`src/rtl/noc_routing_pkg.sv`:
```
// Shared NoC routing definitions: port indices, selection modes and a width helper.
package noc_routing_pkg;

  localparam int LOCAL = 0;
  localparam int EAST  = 1;
  localparam int NORTH = 2;
  localparam int WEST  = 3;
  localparam int SOUTH = 4;

  localparam int SEL_CREDIT = 0;
  localparam int SEL_RR     = 1;

  // Address width for a mesh dimension; a 1- or 2-wide dimension still gets one bit.
  function automatic int log2(input int n);
    return (n <= 2) ? 1 : $clog2(n);
  endfunction

  function automatic logic [4:0] port_onehot(input int idx);
    return 5'(1) << idx;
  endfunction

endpackage

```
`src/rtl/mesh_dir.sv`:
```
// Direction flags of a destination relative to this router in a 2D mesh.
module mesh_dir #(
  parameter int XW = 2,
  parameter int YW = 2
) (
  input  logic [XW-1:0] current_x,
  input  logic [YW-1:0] current_y,
  input  logic [XW-1:0] dest_x,
  input  logic [YW-1:0] dest_y,
  output logic          x_plus,
  output logic          x_min,
  output logic          y_plus,
  output logic          y_min
);

  // y grows southwards, so a smaller destination y means going NORTH.
  assign x_plus = dest_x > current_x;
  assign x_min  = dest_x < current_x;
  assign y_plus = dest_y > current_y;
  assign y_min  = dest_y < current_y;

endmodule

```
`src/rtl/duato_adaptive_port_sel.sv`:
```
// Duato-style adaptive output port selection with escape-VC fallback and stall re-route.
module duato_adaptive_port_sel
  import noc_routing_pkg::*;
#(
  parameter int NX        = 4,
  parameter int NY        = 4,
  parameter int CRDw      = 4,
  parameter int SEL_MODE  = 0,
  parameter int STALL_THR = 8
) (
  input  logic                   clk,
  input  logic                   reset,
  input  logic [log2(NX)-1:0]    current_x,
  input  logic [log2(NY)-1:0]    current_y,
  input  logic                   in_valid,
  input  logic [log2(NX)-1:0]    dest_x,
  input  logic [log2(NY)-1:0]    dest_y,
  output logic                   in_ready,
  input  logic [4*CRDw-1:0]      credit_in,
  output logic                   out_valid,
  input  logic                   out_ready,
  output logic [4:0]             out_port,
  output logic                   out_escape,
  output logic [3:0]             out_destport
);

  localparam int XW = log2(NX);
  localparam int YW = log2(NY);
  localparam int CW = $clog2(STALL_THR + 1);

  logic            x_plus, x_min, y_plus, y_min;
  logic            x_diff, y_diff;
  logic [4:0]      x_port, y_port;
  logic [CRDw-1:0] cred_e, cred_n, cred_w, cred_s;
  logic [CRDw-1:0] x_cred, y_cred;
  logic [4:0]      sel_port, sel_xy;
  logic            sel_escape, sel_flip;
  logic            accept;
  logic            toggle;
  logic [4:0]      xy_port;
  logic [CW-1:0]   stall_cnt;

  mesh_dir #(
    .XW(XW),
    .YW(YW)
  ) u_dir (
    .current_x(current_x),
    .current_y(current_y),
    .dest_x   (dest_x),
    .dest_y   (dest_y),
    .x_plus   (x_plus),
    .x_min    (x_min),
    .y_plus   (y_plus),
    .y_min    (y_min)
  );

  assign x_diff = x_plus | x_min;
  assign y_diff = y_plus | y_min;
  assign x_port = x_plus ? port_onehot(EAST) : port_onehot(WEST);
  assign y_port = y_plus ? port_onehot(SOUTH) : port_onehot(NORTH);

  assign cred_e = credit_in[0*CRDw +: CRDw];
  assign cred_n = credit_in[1*CRDw +: CRDw];
  assign cred_w = credit_in[2*CRDw +: CRDw];
  assign cred_s = credit_in[3*CRDw +: CRDw];
  assign x_cred = x_plus ? cred_e : cred_w;
  assign y_cred = y_plus ? cred_s : cred_n;

  assign in_ready = !out_valid || out_ready;
  assign accept   = in_valid && in_ready;

  // Candidate selection; the XY port is kept so a stalled result can fall back to it.
  always_comb begin
    sel_port   = port_onehot(LOCAL);
    sel_xy     = port_onehot(LOCAL);
    sel_escape = 1'b0;
    sel_flip   = 1'b0;
    if (x_diff)      sel_xy = x_port;
    else if (y_diff) sel_xy = y_port;

    if (x_diff && y_diff) begin
      if (x_cred == '0 && y_cred == '0) begin
        sel_port   = sel_xy;
        sel_escape = 1'b1;
      end else if (SEL_MODE == SEL_RR) begin
        sel_port = toggle ? y_port : x_port;
        sel_flip = 1'b1;
      end else if (x_cred > y_cred) begin
        sel_port = x_port;
      end else if (y_cred > x_cred) begin
        sel_port = y_port;
      end else begin
        sel_port = toggle ? y_port : x_port;
        sel_flip = 1'b1;
      end
    end else if (x_diff) begin
      sel_port   = x_port;
      sel_escape = (x_cred == '0);
    end else if (y_diff) begin
      sel_port   = y_port;
      sel_escape = (y_cred == '0);
    end
  end

  // Result register; a held adaptive result is forced onto the escape VC once it has stalled too long.
  always_ff @(posedge clk or negedge reset) begin
    if (!reset) begin
      out_valid    <= 1'b0;
      out_port     <= '0;
      out_escape   <= 1'b0;
      out_destport <= '0;
      xy_port      <= '0;
      toggle       <= 1'b0;
      stall_cnt    <= '0;
    end else if (accept) begin
      out_valid    <= 1'b1;
      out_port     <= sel_port;
      out_escape   <= sel_escape;
      out_destport <= {x_plus, y_min, x_diff, y_diff};
      xy_port      <= sel_xy;
      stall_cnt    <= '0;
      if (sel_flip) toggle <= ~toggle;
    end else if (out_valid && out_ready) begin
      out_valid <= 1'b0;
      stall_cnt <= '0;
    end else if (out_valid && !out_escape) begin
      if (stall_cnt >= CW'(STALL_THR - 1)) begin
        out_port   <= xy_port;
        out_escape <= 1'b1;
        stall_cnt  <= '0;
      end else begin
        stall_cnt <= stall_cnt + CW'(1);
      end
    end
  end

endmodule

```
`config.mk`:
```
export PLATFORM = sky130hd
export DESIGN_NAME = duato_adaptive_port_sel
export DESIGN_NICKNAME = d
export VERILOG_FILES = /design/src/rtl/noc_routing_pkg.sv /design/src/rtl/mesh_dir.sv /design/src/rtl/duato_adaptive_port_sel.sv
export SDC_FILE = /design/constraint.sdc
export NUM_CORES = 1
export LEC_CHECK = 0
export BUFFER_PORTS_ARGS = -buffer_cell sky130_fd_sc_hd__buf_2
export CORE_ASPECT_RATIO = 0.75
export CORE_MARGIN = 10
export CORE_UTILIZATION = 56
export DETAILED_ROUTE_END_ITERATION = 16
export HOLD_SLACK_MARGIN = 0.05
export PLACE_DENSITY = 0.85
export SLEW_MARGIN = 20
export SYNTH_ARGS = -nofsm -noshare
export SYNTH_HDL_FRONTEND = slang
export SYNTH_SLANG_ARGS = --single-unit
```
`constraint.sdc`:
```
create_clock -name clk -period 2.45 [get_ports clk]
set_input_delay 0.245 -clock clk [delete_from_list [all_inputs] [get_ports clk]]
set_output_delay 0.245 -clock clk [all_outputs]
set_load 0.005 [all_outputs]
```
==> impl_metrics.csv, run 1 <==
group,metric,value,unit
yosys,synth_cell_types,42,
worst_setup_path,crit_path_end_kind,"register",
worst_setup_path,r2r_slack,0.33,ns
yosys,mappedNetlistArea,1420,um^2
grt,met3_usage,4.53,%
grt,grt_util_met1,17.9,%
clocking,h-tree-depth,1,
drt,drtIter0Drc,181,
yosys,yosys.area_share.simple,27.7,%
timing,clock_skew,0.00918,ns
die,die_w,78.1,um
min_path,min_to,"out_valid",
layout,drive_above_1_share,44.6,%
grt,grt_util_met2,27.4,%
placement,io_buffer_count,39,
yosys,syn_nets,198,
layout,syn2layout_area_growth,42.8,%
placement,gp_congestion,0.896,
timing,fin_crit_sh,103,%
timing,tightest_slew,0.595,ns
yosys,synth_fa_ha_area_share,7.95,%
grt,grt.busiest_layer,"met2",
worst_setup_path,r2r_start,"out_valid",
drt,totalWireLength,5.53,mm
worst_setup_path,crit_arrival,2.77,ns
timing,post-route-min-period,2.53,ns
pwr,power.share.clock,22.5,%
worst_setup_path,start_kind,"input pin",
clocking,clk_latency,0.32,ns
worst_setup_path,crit_fanout,5,
layout,layout.nets,260,
yosys,synth_top_family_by_area,"simple AND/OR/NAND/NOR gates",
yosys,synth_top_cell_area_share,35.3,%
die,die_height,63.6,um
worst_setup_path,setup.worst_path.class,"in -> reg",
clocking,cts_max_path_buffers,2,
clocking,cts.clk_slew.worst_paths,0.12,ns
grt,gr-usage-all-layers,16.1,%
timing,finalSetupViolCount,3,
die,die_area,4960,um^2
clocking,cts_root_buffer,"clkbuf_4",
status,violations,"setup timing",
clocking,cts_tree,"done",
pwr,vdd_drop_max,0.355,mV
drt,wire_per_inst,21.6,um
placement,dp_hpwl,3.21,mm
min_path,hp-start,"in_valid",
yosys,synth_seq_cells,20,
grt,grt_max_degree,21,
pwr,p_switching,442,uW
drt,drc,0,
pwr,p_seq_share,34.3,%
drt,vias,1693,
job,maxCapViolations,0,
yosys,synth_area_leaders,"dfrtp_1, ha_1, nand2_1, a21oi_1, nor2_1",
worst_setup_path,cp.required,2.70,ns
die,ios,40,
grt,antenna_found_initial,0,
layout,final_cell_mix,"buf_2, buf_4, dfrtp_1, nand2_1, nor2_1",
yosys,synth_top_cell_by_area,"dfrtp_1",
timing,fmax,0.396,GHz
yosys,postSynthAreaPerCell,8.80,um^2
worst_setup_path,r2r-end,"out_port[2]",
drt,final_antenna_net_count,0,
yosys,synth-warning-count,0,
timing,fin_ws,-0.0775,ns
yosys,ys_seq_area_share,35.3,%
pwr,netSwitchingFraction,35.8,%
layout,layout_commonest_cell,"buf_2",
die,row_count,15,
worst_setup_path,r2r_cells,6,
grt,grt_pass1_wl,6.72,mm
pwr,intPower,793,uW
layout,antennaDiodeCount,0,
die,core,2350,um^2
min_path,hold_depth,2,
placement,preCtsSetupSlack,-0.281,ns
timing,final-hold-violation-count,0,
pwr,p_comb_share,43.2,%
timing,drv_slew,0,
yosys,post_synth_mux_area_share,2.21,%
yosys,synth_compound_area_share,21.6,%
yosys,synth_cells,161,
clocking,cts_buffers,3,
min_path,worstHoldPathType,"in -> reg",
pwr,power_leakage,0.000929,uW
drt,first_pass_iters,7,
timing,final.setup.tns,-0.179,ns
pwr,design_power_total,1240,uW
yosys,synth_xor_area_share,0.618,%
grt,overflow,0,
grt,grt_pass1_vias,1483,
status,status,"finished with violations",
clocking,cts.sinks,20,
drt,post_drt_via_cell_ratio,6.61,
timing,slew_headroom,60.1,%
die,start_util,60.4,%
pwr,power_density,611,nW/um^2
Yosys cell counts:
cell	instances
mux2i_1	2
o21ai_0	4
nor4_2	3
or2_2	1
o31a_1	1
o221ai_2	2
a211oi_1	1
clkbuf_1	2
or2_1	4
nor4b_1	1
inv_1	6
nand2b_1	3
a31o_1	1
a21o_1	2
nand4_1	2
nor2_1	14
o31ai_1	2
nor4_4	1
or4_1	1
nor3b_1	2
nand2_1	18
nor4_1	3
nor3_2	2
nor2b_1	6
o21ai_1	7
nor2_2	1
inv_2	1
o22ai_1	7
buf_4	1
o211ai_1	1
dfrtp_1	20
nand4b_1	1
mux2_1	1
a31oi_1	7
a21oi_1	11
ha_1	9
nor3_1	2
o21a_1	1
and2_1	3
a22o_1	1
xor2_1	1
buf_6	2
kinds of logic after synthesis:
kind of cell | count (synthesis)
DFF | 20
AOI/OAI and AO/OA | 48
adders and majority gates | 9
buffers and inverters | 12
muxes | 3
and+or+nand+nor | 68
xor gates and xnor gates | 1
final cells by class:
| type | count | area [um^2] |
|---|---|---|
| clock buffer | 3 | 22.5 |
| clock inverter | 1 | 30.0 |
| fill | 124 | 324 |
| inverter | 7 | 26.3 |
| multi-input combinational | 129 | 1030 |
| sequential | 20 | 500 |
| tap | 34 | 42.5 |
| timing repair buffer | 62 | 370 |
metal layers:
layer,part of all wire [%],wire length (um)
met5,0,0
met4,7.3,404
met3,11,596
met2,46,2550
met1,36,1980
metrics by stage:
stage          hold slack [ns]  area [um^2]  std cells  util, %
4_1_cts                  0.202         1840        254     78.5
3_3_place_gp             0.205         1780        249     75.8
3_5_place_dp             0.204         1780        249     75.8
2_1_floorplan          -0.0506         1430        161        -
5_1_grt                  0.216         2020        256     86.2
6_report                 0.220         2020        256     86.2
critical path: stages:
cell and delay, ns:
buf_2 0.10, inv_1 0.09, ha_4 0.14, nor2b_2 0.32
nor4_2 0.12, or2_1 0.25, ha_1 0.35, nor2b_1 0.23
o21ai_1 0.15, buf_4 0.16, a21oi_1 0.13, nor4b_2 0.32
xor2_1 0.18
state kept, by name, indices dropped and copies added (netlist names):
register      cells
out_port          5
out_destport      4
stall_cnt         4
xy_port           4
out_escape        1
out_valid         1
toggle            1
worst max-delay path by stage:
stage / endpoint / startpoint / cells after the start
CTS: out_port[3] / current_x[1] / 12
finish: toggle / dest_x[0] / 13
detailed placement: out_port[1] / current_x[1] / 13
global route: out_port[3] / current_y[1] / 12
floorplan: out_port[3] / dest_y[0] / 12
global placement: out_port[3] / current_x[1] / 12
what timing repair did:
action                                  in CTS  in global routing
resized for setup                            0                 33
endpoints found under the setup margin       0                  4
setup buffers                                0                  2
hold buffers                                 1                  0
hold endpoints to repair                    20                  0
power by group through the flow:
stage	Clock, uW	Sequential (uW)	Combinational (uW)
global placement	0	419	395
finish	278	424	533
CTS	275	418	420
detailed placement	0	423	413
global route	290	427	566
floorplan	0	420	239
Power figures use the tool's default switching activity.
==> run 2, diff against run 1 <==
--- a/config.mk
+++ b/config.mk
@@ -8,10 +8,10 @@
 export BUFFER_PORTS_ARGS = -buffer_cell sky130_fd_sc_hd__buf_2
 export CORE_ASPECT_RATIO = 0.75
 export CORE_MARGIN = 10
-export CORE_UTILIZATION = 56
+export CORE_UTILIZATION = 55
 export DETAILED_ROUTE_END_ITERATION = 16
 export HOLD_SLACK_MARGIN = 0.05
-export PLACE_DENSITY = 0.85
+export PLACE_DENSITY = 0.84
 export SLEW_MARGIN = 20
 export SYNTH_ARGS = -nofsm -noshare
 export SYNTH_HDL_FRONTEND = slang
==> impl_metrics.csv, run 2 (synthesis results as in run 1) <==
group,metric,value,unit
die,die_w,78.6,um
status,status,"finished with violations",
worst_setup_path,crit_fanout,3,
placement,dp_hpwl,3.24,mm
pwr,power_leakage,0.000916,uW
clocking,h-tree-depth,1,
drt,final_antenna_net_count,0,
layout,final_area,1940,um^2
grt,gr-usage-all-layers,16.6,%
timing,finalSetupViolCount,1,
layout,postLayoutCoreUtil,81.4,%
job,maxCapViolations,0,
grt,grt_pass1_wl,6.92,mm
layout,regArea,500,um^2
layout,max_flop_register,"out_port",
clocking,cts_root_buffer,"clkbuf_4",
drt,totalWireLength,4.76,mm
timing,fin_crit_sh,100,%
die,core,2380,um^2
timing,clock_skew,0.0189,ns
layout,syn2layout_area_growth,36.9,%
die,die_area,5030,um^2
worst_setup_path,start_kind,"input pin",
clocking,cts.clk_slew.worst_paths,0.13,ns
die,die_height,63.9,um
grt,antenna_found_initial,0,
clocking,cts.sinks,20,
worst_setup_path,cp.required,2.70,ns
placement,io_buffer_count,39,
pwr,power.share.clock,23.6,%
drt,post_drt_via_cell_ratio,6.21,
layout,layout_commonest_cell,"buf_2",
layout,fill_cells,160,
layout,multiInputGateArea,947,um^2
timing,slew_headroom,59.7,%
clocking,clk_latency,0.32,ns
min_path,worstHoldPathType,"in -> reg",
timing,fmax,0.407,GHz
timing,final-hold-violation-count,0,
layout,largest_reg_flops,5,
layout,final_cell_mix,"buf_2, buf_4, dfrtp_1, nand2_1, nor2_1",
timing,drv_slew,0,
worst_setup_path,crit_path_end_kind,"register",
die,row_count,15,
layout,antennaDiodeCount,0,
worst_setup_path,crit_arrival,2.71,ns
pwr,p_seq_share,36.2,%
grt,grt_pass1_vias,1529,
pwr,intPower,769,uW
placement,placed_area,1790,um^2
worst_setup_path,setup.worst_path.class,"in -> reg",
grt,overflow,0,
grt,grt_max_degree,21,
drt,vias,1590,
pwr,vdd_drop_max,0.269,mV
layout,drive_above_1_share,40.1,%
timing,tightest_slew,0.602,ns
layout,layout.nets,260,
pwr,p_switching,398,uW
timing,fin_ws,-0.00781,ns
timing,post-route-min-period,2.46,ns
pwr,power_density,602,nW/um^2
die,ios,40,
clocking,cts_tree,"done",
status,violations,"setup timing",
pwr,netSwitchingFraction,34.1,%
clocking,post_cts_buffers,0,
drt,wire_per_inst,18.6,um
clocking,cts_max_path_buffers,2,
pwr,p_comb_share,40.2,%
drt,drc,0,
drt,first_pass_iters,4,
die,start_util,59.4,%
clocking,cts_buffers,3,
drt,drtIter0Drc,180,
placement,gp_congestion,0.907,
-- run 2: changes by cell type in the layout (fill, tap and decap cells not counted), moves of 2 or more --
| cell | previous run | this run |
|---|---|---|
| nor2_4 | 2 | 0 |
| nor2b_1 | 4 | 6 |
| nor2b_2 | 2 | 0 |
| nor2_1 | 12 | 14 |
| or2_4 | 2 | 0 |
| nor4_4 | 4 | 2 |
| nor4_1 | 0 | 2 |
-- run 2: stage by stage --
step | total power, uW | hold WS, ns | std cells | setup WS, ns | setup TNS, ns
2_1_floorplan | 659 | -0.0506 | 161 | 0.0109 | 0
3_3_place_gp | 814 | 0.207 | 251 | -0.167 | -0.454
3_5_place_dp | 839 | 0.211 | 251 | -0.313 | -1.11
4_1_cts | 1110 | 0.200 | 256 | 0.0188 | 0
5_1_grt | 1230 | 0.209 | 256 | -0.0774 | -0.195
6_report | 1170 | 0.212 | 256 | -0.00781 | -0.00781
-- run 2: critical path, stage by stage --
cell     delay [ns]
buf_2          0.09
inv_1          0.08
ha_4           0.13
nor2b_1        0.32
buf_4          0.22
nor4_2         0.06
or2_1          0.24
ha_1           0.30
nand4_1        0.16
o22ai_2        0.17
a21oi_2        0.06
or4_1          0.46
a31oi_1        0.18
-- run 2: power groups by stage --
stage / clock network (uW) / logic, uW / registers (uW)
after floorplan: 0 / 239 / 420
after global placement: 0 / 394 / 420
after detailed placement: 0 / 415 / 424
after CTS: 274 / 421 / 418
after global routing: 289 / 512 / 429
final: 276 / 470 / 422
-- run 2: final cells by class --
type                            count  area share (%)
Multi-Input combinational cell    129            48.8
Timing Repair Buffer               62            19.1
Inverter                            7            1.35
Clock inverter                      1            1.55
Sequential cell                    20            25.8
Tap cell                           34            2.19
Clock buffer                        3            1.16
-- run 2: repair_timing --
| action | CTS | global route |
|---|---|---|
| hold buffers | 1 | 0 |
| endpoints found under the hold margin | 20 | 0 |
| setup endpoints to repair | 0 | 4 |
| gates resized for setup | 0 | 14 |
-- run 2: path summary, 6_finish.rpt --
| path | start | end | slack, ns | cells past startpoint |
|---|---|---|---|---|
| hold / removal | in_valid | out_valid | 0.21 | 2 |
| setup / recovery | dest_x[0] | out_port[3] | -0.008 | 13 |
| max in group asynchronous | reset | toggle | 1.73 | 2 |
| min in group asynchronous | reset | stall_cnt[1] | 0.39 | 2 |
| setup reg to reg | out_valid | out_escape | 0.55 | 6 |
| hold reg to reg | out_destport[1] | out_destport[1] | 0.50 | 1 |
-- run 2: layer usage --
| metal | vias to the layer above | GRT usage [%] | share of wire, % |
|---|---|---|---|
| met1 | 758 | 19.0 | 39 |
| met4 | 0 | 7.37 | 4.9 |
| met2 | 93 | 28.5 | 48 |
| met3 | 24 | 4.19 | 7.9 |
| li1 | 715 | - | - |
| met5 | - | 0 | 0 |
==> run 3, diff against run 2 <==
--- a/config.mk
+++ b/config.mk
@@ -6,12 +6,15 @@
 export NUM_CORES = 1
 export LEC_CHECK = 0
 export BUFFER_PORTS_ARGS = -buffer_cell sky130_fd_sc_hd__buf_2
+export CAP_MARGIN = 5
+export CELL_PAD_IN_SITES_DETAIL_PLACEMENT = 2
+export CELL_PAD_IN_SITES_GLOBAL_PLACEMENT = 2
 export CORE_ASPECT_RATIO = 0.75
 export CORE_MARGIN = 10
-export CORE_UTILIZATION = 55
+export CORE_UTILIZATION = 32
 export DETAILED_ROUTE_END_ITERATION = 16
 export HOLD_SLACK_MARGIN = 0.05
-export PLACE_DENSITY = 0.84
+export PLACE_DENSITY_LB_ADDON = 0.1
 export SLEW_MARGIN = 20
 export SYNTH_ARGS = -nofsm -noshare
 export SYNTH_HDL_FRONTEND = slang
==> impl_metrics.csv, run 3 (synthesis results as in run 1) <==
group,metric,value,unit
drt,final_antenna_net_count,0,
drt,first_pass_iters,4,
worst_setup_path,cp.buffers_inverters,5,
die,start_util,34.1,%
layout,layout.nets,268,
placement,gp_congestion,0.755,
pwr,power_leakage,0.00100,uW
drt,routed.top_layer,"met4",
grt,antenna_found_initial,1,
clocking,cts.sinks,20,
layout,layout.cells.non_filler,286,
drt,dr_wl_met3,363,um
pwr,vdd_drop_max,0.380,mV
drt,route.met2.wl,4.07,mm
placement,placed_area,1830,um^2
timing,fin_ws,-0.257,ns
timing,slew_headroom,55.2,%
status,status,"finished with violations",
drt,drt-met1-wl,3.36,mm
timing,rsz0062_at_grt,"yes",
layout,postLayoutCoreUtil,54.5,%
clocking,cts_tree,"done",
layout,regArea,500,um^2
grt,grt_max_degree,21,
worst_setup_path,cpMostUsedCell,"buf_4",
die,die_area,7510,um^2
worst_setup_path,crit_slowest_cell,"nor4b_1",
die,die_w,96.8,um
placement,placedCellCount,273,
job,maxCapViolations,0,
timing,drv_slew,0,
timing,hold-worst-slack,0.269,ns
layout,drive_above_1_share,51.7,%
clocking,cts_root_buffer,"clkbuf_8",
worst_setup_path,cp.required,2.56,ns
worst_setup_path,crit_fanout,4,
layout,multiInputGateArea,1140,um^2
layout,max_flop_register,"out_port",
worst_setup_path,start_kind,"input pin",
placement,io_buffer_count,39,
die,row_count,20,
timing,post-route-min-period,2.71,ns
timing,clock_skew,0.0123,ns
layout,layout_commonest_cell,"buf_2",
min_path,worstHoldPathType,"in -> reg",
layout,final_area,2260,um^2
timing,final-hold-violation-count,0,
pwr,design_power_total,1420,uW
drt,drtIter0Drc,121,
drt,post_drt_via_cell_ratio,6.04,
clocking,cts_max_path_buffers,2,
timing,fmax,0.369,GHz
worst_setup_path,path_cells,"buf_8 > inv_4 > ha_4 > nor2_4 > buf_4 > nor4_4 > nor2_1 > ha_1 > nand4_1 > buf_4 > buf_4 > a21oi_1 > nor4b_1 > xor2_1",
drt,totalWireLength,8.18,mm
clocking,cts_buffers,3,
timing,tightest_slew,0.670,ns
timing,fin_crit_sh,111,%
layout,fill_cells,439,
drt,wire_per_inst,28.6,um
drt,vias,1728,
layout,largest_reg_flops,5,
status,violations,"setup timing",
grt,gr-usage-all-layers,15.5,%
die,ios,40,
worst_setup_path,cpLargestDelayFamily,"simple AND/OR/NAND/NOR gates",
worst_setup_path,setup.worst_path.class,"in -> reg",
layout,final_cell_mix,"buf_2, buf_4, dfrtp_1, nand2_1, nor2_1",
grt,grt_pass1_wl,9.60,mm
drt,drc,0,
placement,dp_hpwl,4.44,mm
clocking,h-tree-depth,1,
die,die_height,77.6,um
timing,finalSetupViolCount,3,
clocking,cts.clk_slew.worst_paths,0.09,ns
clocking,clk_latency,0.27,ns
grt,grt_pass1_vias,1814,
grt,overflow,0,
die,core,4150,um^2
pwr,power_density,629,nW/um^2
worst_setup_path,crit_arrival,2.81,ns
worst_setup_path,crit_path_end_kind,"register",
layout,syn2layout_area_growth,59.7,%
worst_setup_path,slowest_delay,0.49,ns
-- run 3: cell count changes in the layout (fill, tap and decap cells not counted), sizes merged --
cell,change
buf,+8
diode,+1
-- run 3: area by class of cell --
cell class	count	area share, %
diodes	1	0.111
clock buffers	3	1.83
clock inverters	1	1.33
inverters	7	1.27
multi-input cells	129	50.4
flip-flops and latches	20	22.1
well taps	55	3.04
repair buffers	70	19.9
-- run 3: final timing paths --
kind                       slack, ns            start              end  cells past startpoint
setup / recovery               -0.26     current_x[1]           toggle                     14
hold / removal                  0.27         in_valid        out_valid                      2
setup reg to reg                0.15        out_valid       out_escape                      6
hold reg to reg                 0.51  out_destport[2]  out_destport[2]                      2
max in group asynchronous       1.63            reset      out_port[1]                      2
min in group asynchronous       0.46            reset  out_destport[2]                      2
-- run 3: worst reg2reg max path, delay by kind of cell (launching register included) --
kind                   cells  cell delay (ns)
AND/OR/NAND/NOR            4             1.46
flip-flops                 1             0.41
buffers and inverters      1             0.15
AO/OA/AOI/OAI              1             0.16
-- run 3: through the flow --
step           setup TNS (ns)  worst slack [ns]
3_5_place_dp            -1.37            -0.412
5_1_grt                -0.531            -0.307
6_report               -0.375            -0.257
2_1_floorplan               0            0.0109
4_1_cts                     0           0.00570
3_3_place_gp           -0.452            -0.193
-- run 3: where the power goes --
group / leakage [uW] / total [uW] / internal (uW) / switching (uW)
sequential: 0.000256 / 430 / 381 / 49.6
clock: 0.0000357 / 340 / 218 / 121
combinational: 0.000711 / 653 / 297 / 356
-- run 3: routing by layer --
layer	GRT usage [%]	up-vias
met3	3.27	35
met1	18.0	874
met2	27.5	82
met4	5.44	0
li1	-	737
met5	0	-
-- run 3: repair_timing --
| action | in CTS | in global routing |
|---|---|---|
| setup endpoints to repair | 3 | 4 |
| hold endpoints to repair | 20 | 0 |
| hold buffers | 1 | 0 |
| setup buffers | 2 | 5 |
| pin swaps | 5 | 17 |
| resized for setup | 22 | 35 |
